[src/rtl/morse_decoder_if.sv]
// morse_decoder_if
//   Bundles the symbol-stream inputs and the decode results of the Morse
//   letter decoder.
//
//   Handshake: there is no backpressure. sym_en is a one-clk strobe and
//   serial_in is sampled only on clocks where sym_en=1. valid and error are
//   one-clk pulses, mutually exclusive, that tell the consumer letter/frame
//   have just been refreshed. The consumer must take them in that clock.
//
//   Signals:
//     sym_en     symbol strobe (one clk per symbol period)
//     serial_in  symbol value, 1 = tone, 0 = gap
//     letter     last decoded letter code, held between decodes
//     valid      one-clk pulse: letter updated
//     error      one-clk pulse: captured frame matched nothing
//     busy       high while a frame is captured or matched
//     frame      last captured frame, first symbol in the MSB
//
//   Modports: master = symbol source / result consumer, slave = decoder.
interface morse_decoder_if #(
    parameter int CODE_W = 14
);
    logic              sym_en;
    logic              serial_in;
    logic [2:0]        letter;
    logic              valid;
    logic              error;
    logic              busy;
    logic [CODE_W-1:0] frame;

    modport master (
        output sym_en, serial_in,
        input  letter, valid, error, busy, frame
    );

    modport slave (
        input  sym_en, serial_in,
        output letter, valid, error, busy, frame
    );
endinterface

[src/rtl/morse_decoder.sv]
// morse_decoder
//   Reassembles 14-symbol Morse letter frames from the encoder's serial LED
//   stream and matches them against the eight-letter table S..Z.
//
//   Ports:
//     clk      system clock
//     reset    synchronous active-high reset
//     bus      morse_decoder_if.slave (sym_en, serial_in in; letter, valid,
//              error, busy, frame out)
//     state_o  current FSM state (0 = IDLE, 1 = CAPTURE, 2 = MATCH)
//
//   A frame starts on the first tone seen while idle, so leading gap
//   symbols between letters are skipped. The symbol that brings the count
//   to 14 moves the FSM to MATCH; the following clock registers the result
//   and returns to IDLE. Any strobe arriving during MATCH is dropped.
module morse_decoder (
    input  logic            clk,
    input  logic            reset,
    morse_decoder_if.slave  bus,
    output logic [1:0]      state_o
);
    localparam int CODE_W = 14;

    typedef enum logic [1:0] {
        IDLE    = 2'd0,
        CAPTURE = 2'd1,
        MATCH   = 2'd2
    } state_t;

    state_t            state_q;
    logic [CODE_W-1:0] shreg_q;
    logic [3:0]        count_q;
    logic [2:0]        letter_q;
    logic [CODE_W-1:0] frame_q;
    logic              valid_q;
    logic              error_q;
    logic              busy_q;

    logic [CODE_W-1:0] shreg_d;
    logic [3:0]        count_d;
    logic              hit;
    logic [2:0]        hit_idx;

    // Letter table, first symbol in the MSB.
    function automatic logic [CODE_W-1:0] table_code(input logic [2:0] k);
        case (k)
            3'd0:    table_code = 14'b10101000000000; // S
            3'd1:    table_code = 14'b11100000000000; // T
            3'd2:    table_code = 14'b10101110000000; // U
            3'd3:    table_code = 14'b10101011100000; // V
            3'd4:    table_code = 14'b10111011100000; // W
            3'd5:    table_code = 14'b11101010111000; // X
            3'd6:    table_code = 14'b11101011101110; // Y
            default: table_code = 14'b11101110101000; // Z
        endcase
    endfunction

    assign shreg_d = {shreg_q[CODE_W-2:0], bus.serial_in};
    assign count_d = count_q + 4'd1;

    // Table entries are all distinct, so at most one can hit.
    always_comb begin
        hit     = 1'b0;
        hit_idx = 3'd0;
        for (int k = 0; k < 8; k++) begin
            if (shreg_q == table_code(k[2:0])) begin
                hit     = 1'b1;
                hit_idx = k[2:0];
            end
        end
    end

    always_ff @(posedge clk) begin
        if (reset) begin
            state_q  <= IDLE;
            shreg_q  <= '0;
            count_q  <= '0;
            letter_q <= '0;
            frame_q  <= '0;
            valid_q  <= 1'b0;
            error_q  <= 1'b0;
            busy_q   <= 1'b0;
        end else begin
            valid_q <= 1'b0;
            error_q <= 1'b0;
            case (state_q)
                IDLE: begin
                    // Gap symbols between letters are ignored; the first
                    // tone is always the first symbol of a frame.
                    if (bus.sym_en && bus.serial_in) begin
                        shreg_q <= 14'd1;
                        count_q <= 4'd1;
                        state_q <= CAPTURE;
                        busy_q  <= 1'b1;
                    end
                end
                CAPTURE: begin
                    if (bus.sym_en) begin
                        shreg_q <= shreg_d;
                        count_q <= count_d;
                        if (count_q == 4'd13) begin
                            state_q <= MATCH;
                        end
                    end
                end
                MATCH: begin
                    frame_q <= shreg_q;
                    if (hit) begin
                        letter_q <= hit_idx;
                        valid_q  <= 1'b1;
                    end else begin
                        error_q  <= 1'b1;
                    end
                    count_q <= '0;
                    state_q <= IDLE;
                    busy_q  <= 1'b0;
                end
                default: begin
                    state_q <= IDLE;
                    count_q <= '0;
                    busy_q  <= 1'b0;
                end
            endcase
        end
    end

    assign bus.letter = letter_q;
    assign bus.frame  = frame_q;
    assign bus.valid  = valid_q;
    assign bus.error  = error_q;
    assign bus.busy   = busy_q;
    assign state_o    = state_q;
endmodule

[src/flat_wrapper.sv]
// flat-port wrapper written by rule: the top's interface ports become plain ports
module morse_decoder_flat 
  (clk, reset, state_o, bus_sym_en, bus_serial_in, bus_letter, bus_valid, bus_error, bus_busy, bus_frame);
  morse_decoder_if #(.CODE_W(14)) bus_i ();
  input  logic clk;
  input  logic reset;
  output logic [1:0] state_o;
  input wire logic [$bits(bus_i.sym_en)-1:0] bus_sym_en;
  input wire logic [$bits(bus_i.serial_in)-1:0] bus_serial_in;
  output wire logic [$bits(bus_i.letter)-1:0] bus_letter;
  output wire logic [$bits(bus_i.valid)-1:0] bus_valid;
  output wire logic [$bits(bus_i.error)-1:0] bus_error;
  output wire logic [$bits(bus_i.busy)-1:0] bus_busy;
  output wire logic [$bits(bus_i.frame)-1:0] bus_frame;
  assign bus_i.sym_en = bus_sym_en;
  assign bus_i.serial_in = bus_serial_in;
  assign bus_letter = bus_i.letter;
  assign bus_valid = bus_i.valid;
  assign bus_error = bus_i.error;
  assign bus_busy = bus_i.busy;
  assign bus_frame = bus_i.frame;
  morse_decoder u_core (.clk(clk), .reset(reset), .bus(bus_i), .state_o(state_o));
endmodule
[config.mk]
export PLATFORM = sky130hd
export DESIGN_NAME = morse_decoder_flat
export DESIGN_NICKNAME = d
export VERILOG_FILES = /design/src/rtl/morse_decoder_if.sv /design/src/rtl/morse_decoder.sv /design/src/flat_wrapper.sv
export SDC_FILE = /design/constraint.sdc
export NUM_CORES = 1
export LEC_CHECK = 0
export BUFFER_PORTS_ARGS = -buffer_cell sky130_fd_sc_hd__buf_2
export CAP_MARGIN = 5
export CORE_MARGIN = 2
export CORE_UTILIZATION = 55
export DETAILED_ROUTE_END_ITERATION = 12
export PLACE_DENSITY_LB_ADDON = 0.1
export SLEW_MARGIN = 20
export SYNTH_ARGS = -nofsm -noshare
export SYNTH_HDL_FRONTEND = slang
export SYNTH_SLANG_ARGS = --single-unit
[constraint.sdc]
create_clock -name clk -period 2.2 [get_ports clk]
set_input_delay 0.33 -clock clk [delete_from_list [all_inputs] [get_ports clk]]
set_output_delay 0.33 -clock clk [all_outputs]
set_load 0.005 [all_outputs]
==> results of run 1 <==
state kept, by name (all words and copies together), names as in the netlist:
name	cells
u_core.bus.busy	1
u_core.bus.error	1
u_core.bus.frame	14
u_core.bus.letter	3
u_core.bus.valid	1
u_core.count_q	4
u_core.shreg_q	14
u_core.state_o	2
worst paths after layout:
kind                           to  slack [ns]  cells after the start
min             u_core.shreg_q[0]        0.29                      3
max          u_core.bus.letter[0]        0.30                      6
max reg2reg  u_core.bus.letter[0]        0.30                      6
min reg2reg   u_core.bus.frame[2]        0.46                      2
cell type report:
| type | count | area share (%) |
|---|---|---|
| inverters | 4 | 0.753 |
| clock buffers | 7 | 3.26 |
| repair buffers | 30 | 8.16 |
| well taps | 44 | 2.76 |
| multi-input cells | 150 | 43.4 |
| flip-flops and latches | 40 | 40.2 |
| clock inverters | 1 | 1.51 |
cells by family (layout without fill, tap and decap cells):
family	Yosys count	in the layout	share of synthesized area (%)
AND/OR/NAND/NOR	96	96	28.8
AO/OA/AOI/OAI	48	48	17.5
flip-flops	40	40	46.4
buffers and inverters	15	42	3.48
XOR/XNOR	3	3	1.52
adder cells (fa/ha/maj)	2	2	1.45
multiplexers	1	1	0.869
critical path, stage by stage (launching register included):
cell and delay (ns):
dfxtp_1 0.48, inv_1 0.13, nor4_2 0.37, a32oi_1 0.13
and2_4 0.18, a31o_1 0.22, mux2_4 0.30
power breakdown:
part,switching [mW],internal (mW),total [mW]
logic,0.0345,0.0203,0.0548
clock network,0.231,0.302,0.533
registers,0.00834,0.730,0.738
through the flow:
| stage | total power [mW] | std cells | area (µm²) | worst slack (ns) | util [%] |
|---|---|---|---|---|---|
| after floorplan | 0.790 | 205 | 1730 | 0.491 | - |
| final | 1.33 | 276 | 1990 | 0.302 | 65.9 |
| after global placement | 0.807 | 268 | 1900 | 0.387 | 62.7 |
| after detailed placement | 0.809 | 268 | 1900 | 0.324 | 62.7 |
| after CTS | 1.33 | 276 | 1990 | 0.313 | 65.9 |
| after global routing | 1.37 | 276 | 1990 | 0.138 | 65.9 |
layout by cell type, fill, tap and decap left out, types with 4 or more instances in the layout:
master and instances:
dfxtp_1 40, buf_4 5, buf_2 25, nor2_1 23, o21ai_0 6, nand2_1 39, nand2b_1 4, a21oi_1 19
nor2b_1 4, a22oi_1 16, clkbuf_4 5, inv_1 4
per-layer routing:
layer / part of all wire, % / up-vias / track usage [%]
met4: 2.1 / 0 / 9.84
li1: - / 770 / -
met3: 4.7 / 12 / 6.49
met2: 48 / 45 / 37.6
met1: 45 / 695 / 28.7
met5: 0 / - / 0
==> impl_metrics.tcl, run 1 <==
set metrics [dict create \
    routabilityCongestion 0.946 \
    crit_path_start "u_core.shreg_q[9]" \
    synth_ff_type "dfxtp_1" \
    fillers 270 \
    ios 26 \
    yosysMostFrequentCell "dfxtp_1" \
    synth_edf_count 0 \
    cts.repair.resized 0 \
    insertion_delay_ns 0.35 \
    yosysTopAreaCell "dfxtp_1" \
    cts_tree "built" \
    worst_clock_skew_ns 0.00675 \
    crit_arrival_ns 2.14 \
    drc 0 \
    yosysTopAreaCellShare_pct 46.4 \
    grt_setup_unrepaired "no" \
    cts_num_sinks 40 \
    worstHoldStart "bus_serial_in" \
    cts-htree-levels 2 \
    avgRoutedWirePerCell_um 13.1 \
    synth.distinct_cells 36 \
    vdd_drop_max_v 0.000397 \
    synthToLayoutAreaGrowth_pct 15.5 \
    hold_violations 0 \
    coreArea_mm2 0.00303 \
    cts_root_buf "clkbuf_4" \
    grt_pass1_wl_mm 6.20 \
    cts_buffer_depth 2 \
    dieHeight_um 60.0 \
    die_area_mm2 0.00360 \
    yosysWarnings 0 \
    worst_setup_path_end_kind "flip-flop" \
    timing.final.max_slew_violations 0 \
    diodes 0 \
    grt_max_degree 25 \
    cts_setup_buffers 0 \
    ff_latch_area_um2 801 \
    fin_crit_ns 1.90 \
    startpoint_type "flip-flop" \
    synth-seq-cells 40 \
    hp-class "in2reg" \
    power_leakage_nw 0.793 \
    drive_above_1_share_pct 20.3 \
    cp_max_fo 8 \
    viasPerCell 5.51 \
    dieWidth_um 60.0 \
    synth_commonest_cells "dfxtp_1 (40), nand2_1 (39), nor2_1 (23), a21oi_1 (19), a22oi_1 (16)" \
    nets 237 \
    maxCapViolCount 0 \
    hold_buffers 0 \
    setup_viol 0 \
    grt.overflow.total 0 \
    antenna_found_initial 0 \
    fp-row-count 20 \
    status "completed" \
    routed-via-count 1522 \
    grt.total_usage_pct 23.2 \
    syn_nets 211 \
    grt_pass1_vias 1390 \
    initial_core_util_pct 57.0 \
    yosysSeqAreaShare_pct 46.4 \
    synthesis.area_mm2 0.00173 \
    whs_ns 0.285 \
    cts_buffers 5 \
    hpwl_mm 2.64 \
    async_flop_share_pct 0 \
    syn_area_per_cell_um2 8.42 \
    clk_transition_reported_paths_ns 0.11 \
    ys_top_cells_by_area "dfxtp_1 (46%), nand2_1 (8.5%), a22oi_1 (7.0%)" \
    max_freq_ghz 0.527 \
    timing.final.crit_share_pct 86.3 \
    syn_inst 205 \
    power.density_mw_per_mm2 665 \
    slew_headroom_pct 71.0 \
    setup_tns_ns 0 \
    crit_type "reg2reg" \
    worst_pin_slew_ns 0.435 \
    final_antenna_net_count 0 \
    io_buffers 25 \
    multiInputGateArea_um2 866 \
    required_ns 2.45 \
    r2r-start "u_core.shreg_q[9]" \
    wl_mm 3.63 \
    drt_pass1_iterations 4 \
    drtIter0Drc 74 \
]
No activity file was read; power rests on OpenSTA's default activity.
==> run 2, diff against run 1 <==
==> constraint.sdc (replaced) <==
create_clock -name clk -period 2.14 [get_ports clk]
set_input_delay 0.321 -clock clk [delete_from_list [all_inputs] [get_ports clk]]
set_output_delay 0.321 -clock clk [all_outputs]
set_load 0.005 [all_outputs]
==> impl_metrics.tcl, run 2 (same netlist as run 1, synthesis figures left out) <==
set metrics [dict create \
    grt_pass1_wl_mm 6.30 \
    slew_headroom_pct 71.9 \
    insertion_delay_ns 0.35 \
    fillers 267 \
    worst_pin_slew_ns 0.418 \
    cts_num_sinks 40 \
    routed-via-count 1564 \
    hold_violations 0 \
    timing.final.crit_share_pct 89.6 \
    dieWidth_um 60.0 \
    hpwl_mm 2.66 \
    required_ns 2.38 \
    power.density_mw_per_mm2 660 \
    fin_crit_ns 1.92 \
    synthToLayoutAreaGrowth_pct 14.4 \
    dieHeight_um 60.0 \
    grt.overflow.total 0 \
    diodes 0 \
    io_buffers 25 \
    coreArea_mm2 0.00303 \
    fp-row-count 20 \
    die_area_mm2 0.00360 \
    drc 0 \
    vdd_drop_max_v 0.000371 \
    timing.final.max_slew_violations 0 \
    drtIter0Drc 92 \
    clk_transition_reported_paths_ns 0.11 \
    antenna_found_initial 0 \
    initial_core_util_pct 57.0 \
    layout_common_cells "dfxtp_1 (40), nand2_1 (39), buf_2 (25)" \
    cts_tree "built" \
    ios 26 \
    cp_max_fo 5 \
    cts.repair.resized 0 \
    hold_buffers 0 \
    crit_buf_inv 0 \
    maxCapViolCount 0 \
    cts_root_buf "clkbuf_4" \
    wl_mm 3.64 \
    crit_chain "and3b_2 > and4_1 > a32oi_1 > and2_4 > a31o_1 > mux2_4" \
    avgRoutedWirePerCell_um 13.2 \
    drt_pass1_iterations 5 \
    worst_setup_path_end_kind "flip-flop" \
    cts-htree-levels 2 \
    routabilityCongestion 0.895 \
    startpoint_type "flip-flop" \
    cp_top_family "simple AND/OR/NAND/NOR gates" \
    cts_buffers 5 \
    crit_type "reg2reg" \
    power_leakage_nw 0.784 \
    status "completed" \
    grt_pass1_vias 1380 \
    grt_max_degree 23 \
    grt.total_usage_pct 23.3 \
    hp-class "in2reg" \
    worst_clock_skew_ns 0.0117 \
    r2r_slack_ns 0.22 \
    final_antenna_net_count 0 \
    setup_viol 0 \
    cts_buffer_depth 2 \
    cts_setup_buffers 0 \
    viasPerCell 5.67 \
    grt_setup_unrepaired "no" \
    final_common_cell "dfxtp_1" \
    whs_ns 0.275 \
    drive_above_1_share_pct 19.8 \
    setup_tns_ns 0 \
    max_freq_ghz 0.522 \
    critPathMaxStageDelay_ns 0.45 \
    crit_arrival_ns 2.16 \
    nets 237 \
    slowest_stage "dfxtp_1" \
]
run 2: area by class of cell:
class | count | area, µm² | share of cell area, %
Multi-Input combinational cell | 150 | 866 | 43.8
Sequential cell | 40 | 801 | 40.5
Timing Repair Buffer | 30 | 163 | 8.23
Tap cell | 44 | 55.1 | 2.79
Clock buffer | 6 | 41.3 | 2.09
Clock inverter | 2 | 35.0 | 1.77
Inverter | 4 | 15.0 | 0.760
run 2: final timing paths:
check	cells past startpoint	from	to
setup / recovery	6	u_core.shreg_q[0]	u_core.bus.letter[0]
hold / removal	3	bus_serial_in	u_core.shreg_q[0]
setup reg to reg	6	u_core.shreg_q[0]	u_core.bus.letter[0]
hold reg to reg	2	u_core.bus.frame[1]	u_core.bus.frame[1]
run 2: worst reg2reg max path, cell delays in order, from the launching register on:
cell	delay, ns
dfxtp_1	0.45
and3b_2	0.25
and4_1	0.23
a32oi_1	0.25
and2_4	0.19
a31o_1	0.16
mux2_4	0.29
run 2: metrics by stage:
stage / setup slack, ns / cells / power [mW] / util, % / area, µm²
global route: 0.124 / 276 / 1.36 / 65.2 / 1980
finish: 0.223 / 276 / 1.30 / 65.2 / 1980
detailed placement: 0.273 / 268 / 0.832 / 62.7 / 1900
floorplan: 0.431 / 205 / 0.812 / - / 1730
global placement: 0.326 / 268 / 0.830 / 62.7 / 1900
CTS: 0.243 / 276 / 1.31 / 65.2 / 1980
run 2: power by group:
group	leakage (nW)	internal, mW	switching, mW	total (mW)
Combinational	0.419	0.0211	0.0347	0.0558
Sequential	0.323	0.751	0.00825	0.759
Clock	0.0422	0.245	0.244	0.489
Total	0.784	1.02	0.287	1.30
run 2: routing by layer:
metal  global-route usage, %  vias to the layer above  routed length (µm)
met5                       0                        -                   0
met4                    8.89                        0                  65
met3                    6.28                        7                 186
met2                    38.4                       52                1820
met1                    29.0                      738                1570
li1                        -                      767                   -
==> run 3, diff against run 2 <==
--- a/config.mk
+++ b/config.mk
@@ -8,9 +8,8 @@
 export BUFFER_PORTS_ARGS = -buffer_cell sky130_fd_sc_hd__buf_2
 export CAP_MARGIN = 5
 export CORE_MARGIN = 2
-export CORE_UTILIZATION = 55
+export CORE_UTILIZATION = 40
 export DETAILED_ROUTE_END_ITERATION = 12
-export PLACE_DENSITY_LB_ADDON = 0.1
 export SLEW_MARGIN = 20
 export SYNTH_ARGS = -nofsm -noshare
 export SYNTH_HDL_FRONTEND = slang
==> impl_metrics.tcl, run 3 (same netlist as run 1, synthesis figures left out) <==
set metrics [dict create \
    drive_above_1_share_pct 20.2 \
    drtIter0Drc 96 \
    viasPerCell 5.31 \
    power.density_mw_per_mm2 705 \
    cts_root_buf "clkbuf_8" \
    diodes 0 \
    fillers 439 \
    cts_setup_buffers 0 \
    power_leakage_nw 0.802 \
    cts_num_sinks 40 \
    grt_pass1_wl_mm 6.49 \
    setup_viol 0 \
    grt_setup_unrepaired "no" \
    layout_common_cells "dfxtp_1 (40), nand2_1 (39), buf_2 (25)" \
    initial_core_util_pct 42.3 \
    required_ns 2.33 \
    dieHeight_um 69.7 \
    max_freq_ghz 0.527 \
    wl_mm 3.61 \
    io_buffers 25 \
    drc 0 \
    cts.repair.resized 0 \
    cts_tree "built" \
    setup_tns_ns 0 \
    layout.cells.non_filler 283 \
    maxCapViolCount 0 \
    hold_buffers 0 \
    coreArea_mm2 0.00409 \
    hp-class "in2reg" \
    synthToLayoutAreaGrowth_pct 17.1 \
    status "completed" \
    routabilityCongestion 0.923 \
    grt.overflow.total 0 \
    hold_violations 0 \
    grt_max_degree 23 \
    insertion_delay_ns 0.30 \
    drt_pass1_iterations 4 \
    cp_max_fo 5 \
    slew_headroom_pct 71.9 \
    ios 26 \
    vdd_drop_max_v 0.000434 \
    worst_pin_slew_ns 0.418 \
    avgRoutedWirePerCell_um 12.8 \
    clk_transition_reported_paths_ns 0.07 \
    final_antenna_net_count 0 \
    antenna_found_initial 0 \
    worst_setup_path_end_kind "flip-flop" \
    startpoint_type "flip-flop" \
    grt_pass1_vias 1340 \
    crit_type "reg2reg" \
    final_common_cell "dfxtp_1" \
    dieWidth_um 69.7 \
    grt.total_usage_pct 16.4 \
    cts_buffers 5 \
    fin_crit_ns 1.90 \
    crit_arrival_ns 2.08 \
    timing.final.crit_share_pct 88.6 \
    finalPower_mw 1.42 \
    timing.final.max_slew_violations 0 \
    worst_clock_skew_ns 0.00608 \
    cts_buffer_depth 2 \
    die_area_mm2 0.00486 \
    routed-via-count 1503 \
    dp_cells 275 \
    cts-htree-levels 2 \
    fp-row-count 23 \
    hpwl_mm 2.65 \
    nets 238 \
]
-- run 3: routing by layer --
metal,GRT usage (%),up-vias,part of all wire (%)
li1,-,772,-
met1,24.1,693,52
met2,22.6,33,42
met3,4.94,5,4.8
met4,5.77,0,1.6
met5,0,-,0
-- run 3: worst paths after layout --
check	start	end	slack, ns	cells past startpoint
hold reg to reg	u_core.bus.frame[1]	u_core.bus.frame[1]	0.45	2
setup / recovery	u_core.shreg_q[0]	u_core.bus.letter[0]	0.24	6
hold / removal	bus_serial_in	u_core.shreg_q[0]	0.33	3
setup reg to reg	u_core.shreg_q[0]	u_core.bus.letter[0]	0.24	6
-- run 3: area by class of cell --
type                       instances  area [µm²]  area share [%]
multi-input combinational        150         866            42.8
sequential                        40         801            39.6
timing repair buffer              31         170            8.42
clock buffer                       6        72.6            3.59
tap                               50        62.6            3.09
clock inverter                     2        35.0            1.73
inverter                           4        15.0           0.743
-- run 3: through the flow --
stage          worst slack (ns)  util (%)  instance area, µm²  hold WS [ns]
4_1_cts                   0.255      49.5                2020         0.321
2_1_floorplan             0.431         -                1730         0.452
5_1_grt                   0.130      49.5                2020         0.379
3_5_place_dp              0.270      46.8                1910         0.444
3_3_place_gp              0.282      46.8                1910         0.440
6_report                  0.244      49.5                2020         0.335
-- run 3: worst max-delay path, stage by stage (launching register included) --
cell and delay, ns:
dfxtp_1 0.46, and3b_2 0.25, and4_1 0.22, a32oi_1 0.22, and2_4 0.18, a31o_1 0.15
mux2_4 0.30
-- run 3: power by group --
group          leakage [nW]  internal, mW  total [mW]  switching, mW
clock network        0.0552         0.346       0.611          0.265
registers             0.323         0.750       0.759        0.00869
logic                 0.424        0.0208      0.0553         0.0346
total                 0.802          1.12        1.42          0.308
